==> src/rtl/ddr_uart_reader_if.sv <==
// AXI channel-0 read-side bundle between the readback block (master) and the DDR controller (slave).
interface ddr_uart_reader_if;
  logic [7:0]   DdrCtrl_AID_0;
  logic [31:0]  DdrCtrl_AADDR_0;
  logic [7:0]   DdrCtrl_ALEN_0;
  logic [2:0]   DdrCtrl_ASIZE_0;
  logic [1:0]   DdrCtrl_ABURST_0;
  logic [1:0]   DdrCtrl_ALOCK_0;
  logic         DdrCtrl_AVALID_0;
  logic         DdrCtrl_AREADY_0;
  logic         DdrCtrl_ATYPE_0;
  logic [7:0]   DdrCtrl_RID_0;
  logic [255:0] DdrCtrl_RDATA_0;
  logic         DdrCtrl_RLAST_0;
  logic         DdrCtrl_RVALID_0;
  logic [1:0]   DdrCtrl_RRESP_0;
  logic         DdrCtrl_RREADY_0;

  modport master (
    output DdrCtrl_AID_0, DdrCtrl_AADDR_0, DdrCtrl_ALEN_0, DdrCtrl_ASIZE_0,
           DdrCtrl_ABURST_0, DdrCtrl_ALOCK_0, DdrCtrl_AVALID_0, DdrCtrl_ATYPE_0,
           DdrCtrl_RREADY_0,
    input  DdrCtrl_AREADY_0, DdrCtrl_RID_0, DdrCtrl_RDATA_0, DdrCtrl_RLAST_0,
           DdrCtrl_RVALID_0, DdrCtrl_RRESP_0
  );

  modport slave (
    input  DdrCtrl_AID_0, DdrCtrl_AADDR_0, DdrCtrl_ALEN_0, DdrCtrl_ASIZE_0,
           DdrCtrl_ABURST_0, DdrCtrl_ALOCK_0, DdrCtrl_AVALID_0, DdrCtrl_ATYPE_0,
           DdrCtrl_RREADY_0,
    output DdrCtrl_AREADY_0, DdrCtrl_RID_0, DdrCtrl_RDATA_0, DdrCtrl_RLAST_0,
           DdrCtrl_RVALID_0, DdrCtrl_RRESP_0
  );
endinterface

==> src/rtl/ddr_uart_reader.sv <==
// Reads 256-bit DDR beats one at a time over AXI and streams each beat's 32 bytes out of an 8N1 UART.
module ddr_uart_reader #(
  parameter int unsigned CLKS_PER_BIT = 868,
  parameter logic [31:0] BASE_ADDR    = 32'h0000_0000
) (
  input  logic               axi_clk,
  input  logic               rst,
  input  logic               i_trig,
  input  logic [15:0]        i_num_beats,
  ddr_uart_reader_if.master  axi,
  output logic               o_tx,
  output logic               o_busy,
  output logic               o_done,
  output logic               o_err
);

  localparam int unsigned CNT_W = (CLKS_PER_BIT > 1) ? $clog2(CLKS_PER_BIT) : 1;
  localparam logic [CNT_W-1:0] BIT_LAST = CNT_W'(CLKS_PER_BIT - 1);

  typedef enum logic [2:0] {IDLE, ADDR, RDATA, TX, NEXT} state_t;

  state_t           state;
  logic [31:0]      addr;
  logic [15:0]      count;
  logic [255:0]     beat_buf;
  logic [7:0]       shift;
  logic [4:0]       byte_idx;
  logic [3:0]       bit_idx;
  logic [CNT_W-1:0] clk_cnt;
  logic             avalid;
  logic             rready;

  assign axi.DdrCtrl_AID_0    = 8'd0;
  assign axi.DdrCtrl_ALEN_0   = 8'd0;
  assign axi.DdrCtrl_ASIZE_0  = 3'b101;
  assign axi.DdrCtrl_ABURST_0 = 2'b01;
  assign axi.DdrCtrl_ALOCK_0  = 2'b00;
  assign axi.DdrCtrl_ATYPE_0  = 1'b0;
  assign axi.DdrCtrl_AADDR_0  = addr;
  assign axi.DdrCtrl_AVALID_0 = avalid;
  assign axi.DdrCtrl_RREADY_0 = rready;

  // Beat id and last flag carry no information for single-beat reads.
  logic unused_rfields;
  assign unused_rfields = ^{axi.DdrCtrl_RID_0, axi.DdrCtrl_RLAST_0};

  always_ff @(posedge axi_clk) begin
    if (rst) begin
      state    <= IDLE;
      addr     <= BASE_ADDR;
      count    <= 16'd0;
      beat_buf <= '0;
      shift    <= 8'd0;
      byte_idx <= 5'd0;
      bit_idx  <= 4'd0;
      clk_cnt  <= '0;
      avalid   <= 1'b0;
      rready   <= 1'b0;
      o_tx     <= 1'b1;
      o_busy   <= 1'b0;
      o_done   <= 1'b0;
      o_err    <= 1'b0;
    end else begin
      o_done <= 1'b0;
      case (state)
        IDLE: begin
          if (i_trig) begin
            if (i_num_beats != 16'd0) begin
              addr   <= BASE_ADDR;
              count  <= i_num_beats;
              o_err  <= 1'b0;
              o_busy <= 1'b1;
              avalid <= 1'b1;
              state  <= ADDR;
            end else begin
              o_done <= 1'b1;
            end
          end
        end
        ADDR: begin
          if (axi.DdrCtrl_AREADY_0) begin
            avalid <= 1'b0;
            rready <= 1'b1;
            state  <= RDATA;
          end
        end
        RDATA: begin
          // Capture cycle also launches the start bit of byte 0.
          if (axi.DdrCtrl_RVALID_0) begin
            beat_buf <= axi.DdrCtrl_RDATA_0;
            shift    <= axi.DdrCtrl_RDATA_0[7:0];
            if (axi.DdrCtrl_RRESP_0 != 2'b00) o_err <= 1'b1;
            rready   <= 1'b0;
            o_tx     <= 1'b0;
            byte_idx <= 5'd0;
            bit_idx  <= 4'd0;
            clk_cnt  <= '0;
            state    <= TX;
          end
        end
        TX: begin
          if (clk_cnt != BIT_LAST) begin
            clk_cnt <= clk_cnt + CNT_W'(1);
          end else begin
            clk_cnt <= '0;
            if (bit_idx == 4'd9) begin
              if (byte_idx == 5'd31) begin
                state <= NEXT;
              end else begin
                byte_idx <= byte_idx + 5'd1;
                bit_idx  <= 4'd0;
                o_tx     <= 1'b0;
                shift    <= beat_buf[{byte_idx + 5'd1, 3'b000} +: 8];
              end
            end else begin
              bit_idx <= bit_idx + 4'd1;
              if (bit_idx == 4'd8) begin
                o_tx <= 1'b1;
              end else begin
                o_tx  <= shift[0];
                shift <= {1'b0, shift[7:1]};
              end
            end
          end
        end
        NEXT: begin
          if (count == 16'd1) begin
            count  <= 16'd0;
            o_done <= 1'b1;
            o_busy <= 1'b0;
            state  <= IDLE;
          end else begin
            count  <= count - 16'd1;
            addr   <= addr + 32'd32;
            avalid <= 1'b1;
            state  <= ADDR;
          end
        end
        default: state <= IDLE;
      endcase
    end
  end

endmodule

==> src/flat_wrapper.sv <==
// flat-port wrapper written by rule: the top's interface ports become plain ports
module ddr_uart_reader_flat 
#(
  parameter int unsigned CLKS_PER_BIT = 868,
  parameter logic [31:0] BASE_ADDR    = 32'h0000_0000
)
  (axi_clk, rst, i_trig, i_num_beats, o_tx, o_busy, o_done, o_err, axi_DdrCtrl_AID_0, axi_DdrCtrl_AADDR_0, axi_DdrCtrl_ALEN_0, axi_DdrCtrl_ASIZE_0, axi_DdrCtrl_ABURST_0, axi_DdrCtrl_ALOCK_0, axi_DdrCtrl_AVALID_0, axi_DdrCtrl_ATYPE_0, axi_DdrCtrl_RREADY_0, axi_DdrCtrl_AREADY_0, axi_DdrCtrl_RID_0, axi_DdrCtrl_RDATA_0, axi_DdrCtrl_RLAST_0, axi_DdrCtrl_RVALID_0, axi_DdrCtrl_RRESP_0);
  ddr_uart_reader_if axi_i ();
  input  logic axi_clk;
  input  logic rst;
  input  logic i_trig;
  input  logic [15:0] i_num_beats;
  output logic o_tx;
  output logic o_busy;
  output logic o_done;
  output logic o_err;
  output wire logic [$bits(axi_i.DdrCtrl_AID_0)-1:0] axi_DdrCtrl_AID_0;
  output wire logic [$bits(axi_i.DdrCtrl_AADDR_0)-1:0] axi_DdrCtrl_AADDR_0;
  output wire logic [$bits(axi_i.DdrCtrl_ALEN_0)-1:0] axi_DdrCtrl_ALEN_0;
  output wire logic [$bits(axi_i.DdrCtrl_ASIZE_0)-1:0] axi_DdrCtrl_ASIZE_0;
  output wire logic [$bits(axi_i.DdrCtrl_ABURST_0)-1:0] axi_DdrCtrl_ABURST_0;
  output wire logic [$bits(axi_i.DdrCtrl_ALOCK_0)-1:0] axi_DdrCtrl_ALOCK_0;
  output wire logic [$bits(axi_i.DdrCtrl_AVALID_0)-1:0] axi_DdrCtrl_AVALID_0;
  output wire logic [$bits(axi_i.DdrCtrl_ATYPE_0)-1:0] axi_DdrCtrl_ATYPE_0;
  output wire logic [$bits(axi_i.DdrCtrl_RREADY_0)-1:0] axi_DdrCtrl_RREADY_0;
  input wire logic [$bits(axi_i.DdrCtrl_AREADY_0)-1:0] axi_DdrCtrl_AREADY_0;
  input wire logic [$bits(axi_i.DdrCtrl_RID_0)-1:0] axi_DdrCtrl_RID_0;
  input wire logic [$bits(axi_i.DdrCtrl_RDATA_0)-1:0] axi_DdrCtrl_RDATA_0;
  input wire logic [$bits(axi_i.DdrCtrl_RLAST_0)-1:0] axi_DdrCtrl_RLAST_0;
  input wire logic [$bits(axi_i.DdrCtrl_RVALID_0)-1:0] axi_DdrCtrl_RVALID_0;
  input wire logic [$bits(axi_i.DdrCtrl_RRESP_0)-1:0] axi_DdrCtrl_RRESP_0;
  assign axi_DdrCtrl_AID_0 = axi_i.DdrCtrl_AID_0;
  assign axi_DdrCtrl_AADDR_0 = axi_i.DdrCtrl_AADDR_0;
  assign axi_DdrCtrl_ALEN_0 = axi_i.DdrCtrl_ALEN_0;
  assign axi_DdrCtrl_ASIZE_0 = axi_i.DdrCtrl_ASIZE_0;
  assign axi_DdrCtrl_ABURST_0 = axi_i.DdrCtrl_ABURST_0;
  assign axi_DdrCtrl_ALOCK_0 = axi_i.DdrCtrl_ALOCK_0;
  assign axi_DdrCtrl_AVALID_0 = axi_i.DdrCtrl_AVALID_0;
  assign axi_DdrCtrl_ATYPE_0 = axi_i.DdrCtrl_ATYPE_0;
  assign axi_DdrCtrl_RREADY_0 = axi_i.DdrCtrl_RREADY_0;
  assign axi_i.DdrCtrl_AREADY_0 = axi_DdrCtrl_AREADY_0;
  assign axi_i.DdrCtrl_RID_0 = axi_DdrCtrl_RID_0;
  assign axi_i.DdrCtrl_RDATA_0 = axi_DdrCtrl_RDATA_0;
  assign axi_i.DdrCtrl_RLAST_0 = axi_DdrCtrl_RLAST_0;
  assign axi_i.DdrCtrl_RVALID_0 = axi_DdrCtrl_RVALID_0;
  assign axi_i.DdrCtrl_RRESP_0 = axi_DdrCtrl_RRESP_0;
  ddr_uart_reader #(.CLKS_PER_BIT(CLKS_PER_BIT), .BASE_ADDR(BASE_ADDR)) u_core (.axi_clk(axi_clk), .rst(rst), .i_trig(i_trig), .i_num_beats(i_num_beats), .axi(axi_i), .o_tx(o_tx), .o_busy(o_busy), .o_done(o_done), .o_err(o_err));
endmodule
==> config.mk <==
export PLATFORM = sky130hd
export DESIGN_NAME = ddr_uart_reader_flat
export DESIGN_NICKNAME = d
export VERILOG_FILES = /design/src/rtl/ddr_uart_reader_if.sv /design/src/rtl/ddr_uart_reader.sv /design/src/flat_wrapper.sv
export SDC_FILE = /design/constraint.sdc
export NUM_CORES = 1
export LEC_CHECK = 0
export CORE_ASPECT_RATIO = 0.6
export CORE_UTILIZATION = 35
export CTS_CLUSTER_DIAMETER = 120
export CTS_CLUSTER_SIZE = 25
export DETAILED_ROUTE_END_ITERATION = 10
export PLACE_DENSITY = 0.63
export SYNTH_ARGS = -nofsm -noshare
export SYNTH_HDL_FRONTEND = slang
export SYNTH_SLANG_ARGS = --single-unit
==> constraint.sdc <==
create_clock -name axi_clk -period 7.35 [get_ports axi_clk]
set_input_delay 1.8375 -clock axi_clk [delete_from_list [all_inputs] [get_ports axi_clk]]
set_output_delay 1.8375 -clock axi_clk [all_outputs]
set_load 0.01 [all_outputs]
Word-level counts from Yosys, hierarchy flattened
Index checks and enable logic that the tools add are counted.
{"block": "word_totals", "reg_bits": 340, "latchBits": 0, "ramBits": 0, "mem_bits_ro": 0, "out_inout_bits": 62, "n_memories": 0}
{"block": "op_classes", "n_addsub": 5, "n_mul": 0, "div": 0, "n_lt_le_gt_ge": 0, "eq_ne": 22, "shift": 1, "muxes": 60, "n_bitwise": 0, "reduce_logical": 20}
{"operator": "$shiftx 256x9->8", "count": 1}
{"operator": "$mux 32", "count": 3}
{"operator": "$pmux 32 s2", "count": 1}
{"operator": "$mux 16", "count": 3}
{"operator": "$mux 8", "count": 5}
{"operator": "$add 32x6->32 const B", "count": 1}
{"operator": "$pmux 16 s2", "count": 1}
{"operator": "$mux 3", "count": 7}
{"operator": "$mux 10", "count": 2}
{"operator": "$mux 5", "count": 4}
{"operator": "$pmux 10 s2", "count": 1}
{"operator": "$reduce_and 5->1", "count": 4}
{"operator": "$mux 1", "count": 19}
{"operator": "$eq 16x1->1 const B", "count": 1}
{"operator": "$mux 4", "count": 4}
{"operator": "$pmux 8 s2", "count": 1}
{"operator": "$reduce_bool 16->1", "count": 1}
{"operator": "$sub 16x1->16 const B", "count": 1}
{"operator": "$pmux 3 s5", "count": 1}
{"operator": "$ne 2x2->1 const B", "count": 6}
{"operator": "$reduce_and 4->1", "count": 3}
{"operator": "$add 10x1->10 const B", "count": 1}
{"operator": "$ne 10x10->1 const B", "count": 1}
{"operator": "$ne 2x1->1 const B", "count": 5}
{"operator": "other kinds (19)", "count": 31}

Depth between registers and ports, before layout
{"block": "logic_depth", "word_depth": 6, "depth_mapped": 10, "depth_no_buf": 8}

Worst setup path before layout
OpenSTA, ideal clock, no wires.
{"block": "synth_path", "kind": "input to register", "from": "in i_num_beats[3]", "to": "reg u_core.addr[18] (netlist: u_core.axi.DdrCtrl_AADDR_0[18])", "setup_time_ns": 0.128, "t_arrival_ns": 3.532, "required_time_ns": 7.222, "setup_slack_ns": 3.690, "stages": 7, "path_buffers": 1, "path_cell_list": "or4_1 -> o41ai_2 -> o2bb2ai_2 -> buf_4 -> nor4_1 -> xnor2_1 -> nor2_1"}
{"block": "synth_between", "elab_chain_len": 3}
{"item": "start, declared", "line_no": "flat_wrapper.sv:12", "text": "input logic [15:0] i_num_beats;"}
{"item": "$reduce_bool 16->1", "line_no": "ddr_uart_reader.sv:68", "text": "if (i_num_beats != 16'd0) begin"}
{"item": "$ne 2x1->1 (no source line)"}
{"item": "$reduce_and 4->1 (no source line)"}
{"item": "end signal, assigned", "line_no": "ddr_uart_reader.sv:134", "text": "addr <= addr + 32'd32;"}
{"item": "end, declared", "line_no": "ddr_uart_reader.sv:23", "text": "logic [31:0] addr;"}
No other way between the ends.
A chain may end at the register's enable or synchronous reset.

Final worst setup path
{"block": "layout_path", "from": "in i_num_beats[2]", "to": "reg u_core.addr[14] (netlist: u_core.axi.DdrCtrl_AADDR_0[14])"}
The elaborated chain is that of the path after synthesis.

==> metrics.yaml <==
status:
  status: "complete, no violations"
setup_path:
  worstReg2RegEnd: "u_core.shift[0]"
  crit_path_end_kind: "flop"
  cp.required_ps: 7730
  cp-startpoint: "i_num_beats[2]"
  critical_path_class: "input port to flop"
  crit_path_start_kind: "input port"
  cp.arrival_ps: 4470
  crit_end: "u_core.axi.DdrCtrl_AADDR_0[14]"
  r2r_cells: 7
  worst-path-max-fanout: 27
  timing.rr.start: "u_core.byte_idx[1]"
  reg2reg_slack_ps: 3390
timing:
  hold_viol: 0
  max_slew_margin: 0.213
  rsz0062_at_grt: "false"
  min_period_ps: 4090
  worst_pin_slew_ps: 1170
  finalCritPeriodShare: 0.557
  drv_slew: 0
  fmax_mhz: 244
  finalSetupViolations: 0
  clock_skew_ps: 21.5
  worst_hold_slack_ps: 454
  tns_ps: 0
logic_synthesis:
  yosysTopAreaCellShare: 0.437
  synth_area_leaders: "dfxtp_1 (44%), nand2_1 (16%), a21oi_1 (9.5%)"
  yosys.area.top_type: "dfxtp_1"
  synth_ff_type: "dfxtp_1"
  syn_area_per_cell_sq_um: 7.70
  synth-edff-count: 0
  syn-instance-count: 1994
  ys_seq_area_frac: 0.437
  synth_cell_types: 70
  synth-async-reset-ratio: 0
  synthesis.area_sq_mm: 0.0154
  yosys_warnings: 0
  ys_ff_latch: 335
grt:
  antenna_found_initial: 10
  grt_first_pass_wirelength_mm: 75.7
  gr-total-overflow: 0
  grt_use_total: 0.215
  grt_max_degree: 208
  grt_pass1_vias: 13401
clocking:
  cts-root-buf: "clkbuf_16"
  clock_path_buffers: 3
  postCtsHoldBufs: 0
  cts_tree: "done"
  htreeDepth: 1
  post_cts_buffers: 0
  numCtsBuffers: 17
  cts.sinks: 335
  cts.reportedPaths.clkPinSlew_ps: 100
  clock_latency_ps: 520
  post_cts_resize_count: 0
placement:
  dp_hpwl_mm: 34.9
  gp_congestion: 0.893
  io_buffer_count: 311
cells_and_area:
  layout_commonest_cell: "nand2_1"
  fill_cells: 4317
  final_net_count: 2486
  final_cell_mix: "nand2_1 (659), dfxtp_1 (334), clkdlybuf4s50_1 (310)"
  area_growth_pct: 24.2
  drive_gt1_frac: 0.0425
route:
  remaining_drc_errors: 0
  ant_nets: 0
  highest-signal-layer: "met5"
  avgRoutedWirePerCell_microns: 17.9
  vias: 14499
  wl_met1_mm: 23.9
  wl_met3_mm: 3.31
  drtPass1Iterations: 6
  drt-total-wl_mm: 49.6
  drtIter0Drc: 1289
  viasPerCell: 5.23
  met2WireLength_mm: 21.4
pwr:
  p_comb_frac: 0.194
  swShare: 0.293
  total_power_uw: 3790
  clkPwrFrac: 0.273
  p_leak_uw: 0.00610
  ir_drop_v: 0.000117
  p_switching_uw: 1110
  seqPwrFrac: 0.533
  p_int_uw: 2680
  p_per_area_mw_per_mm2: 198
floorplanning:
  die_x_microns: 272
  io_pins: 350
  start_util: 0.355
  core_region_area_sq_mm: 0.0433
  die_h_microns: 164
  die-area_sq_mm: 0.0448
  fp-row-count: 59
worst_hold_path:
  min_path_type: "flop to flop"
run:
  drv_cap: 0
worst max-delay path, cell delays in order:
cell and delay, ps:
clkdlybuf4s50_1 460, or4_1 600, o41ai_2 540, o2bb2ai_2 560, nor4_1 160, xnor2_1 250
nor2_1 60
per-layer routing:
layer / global-route usage / vias up
met5: 0 / -
met3: 0.0433 / 63
met4: 0.0485 / 6
li1: - / 7096
met2: 0.326 / 427
met1: 0.311 / 6907
cell type report:
type / count / area (sq um) / share of cell area
diodes: 7 / 17.5 / 0.000918
flip-flops and latches: 335 / 6710 / 0.351
clock buffers: 17 / 425 / 0.0223
inverters: 17 / 63.8 / 0.00334
multi-input cells: 1490 / 7860 / 0.412
repair buffers: 328 / 3270 / 0.171
clock inverters: 1 / 16.3 / 0.000852
well taps: 579 / 724 / 0.0380
registers in the layout, summed over array words and instances (netlist names), 3 cells and up:
register,flops
u_core.shift,8
u_core.bit_idx,4
u_core.state,3
u_core.clk_cnt,10
u_core.axi.DdrCtrl_AADDR_0,27
u_core.beat_buf,256
u_core.count,16
u_core.byte_idx,5
logic make-up (layout without fill, tap and decap cells):
kind of cell | after synthesis | after routing | share of synthesized area
AO/OA/AOI/OAI | 424 | 424 | 0.158
other | 2 | 36 | 0.000489
AND/OR/NAND/NOR | 950 | 950 | 0.261
multiplexers | 51 | 51 | 0.0587
adder cells (fa/ha/maj) | 9 | 9 | 0.00733
XOR/XNOR | 27 | 27 | 0.0171
buffers and inverters | 196 | 363 | 0.0606
flip-flops | 335 | 335 | 0.437
through the flow:
step                area, sq um   util  std cells  worst slack [ps]
global placement          18600  0.430       2749              2770
CTS                       19100  0.440       2767              3330
global route              19100  0.440       2772              3130
detailed placement        18600  0.430       2749              2770
finish                    19100  0.440       2774              3260
floorplan                 15500      -       2021              3690
cell usage after synthesis (12+ instances only):
master / n
o21ai_0: 37
buf_2: 14
a21oi_1: 292
mux4_2: 25
inv_1: 17
nor2_1: 98
a31oi_1: 12
nor3_1: 21
nor4_1: 19
a211oi_1: 23
nand2_1: 659
nand3_1: 66
buf_4: 35
xnor2_1: 24
clkbuf_1: 114
dfxtp_1: 335
how the worst min path moves through the flow:
| stage | startpoint | end | slack (ps) | cells past startpoint |
|---|---|---|---|---|
| 6_report | u_core.beat_buf[67] | u_core.beat_buf[67] | 450 | 2 |
| 5_1_grt | u_core.beat_buf[65] | u_core.beat_buf[65] | 470 | 2 |
| 4_1_cts | u_core.beat_buf[81] | u_core.beat_buf[81] | 460 | 2 |
| 3_5_place_dp | u_core.beat_buf[16] | u_core.beat_buf[16] | 440 | 2 |
| 3_3_place_gp | u_core.beat_buf[170] | u_core.beat_buf[170] | 440 | 2 |
| 2_1_floorplan | u_core.beat_buf[103] | u_core.beat_buf[103] | 430 | 2 |
power by group through the flow:
| stage | Clock, uW | Combinational, uW | Sequential [uW] |
|---|---|---|---|
| after global placement | 0 | 718 | 2050 |
| after global routing | 1140 | 813 | 2030 |
| after CTS | 1070 | 731 | 2010 |
| after detailed placement | 0 | 728 | 2060 |
| final | 1040 | 734 | 2020 |
| after floorplan | 0 | 463 | 2030 |
(Power assumes the default switching activity.)
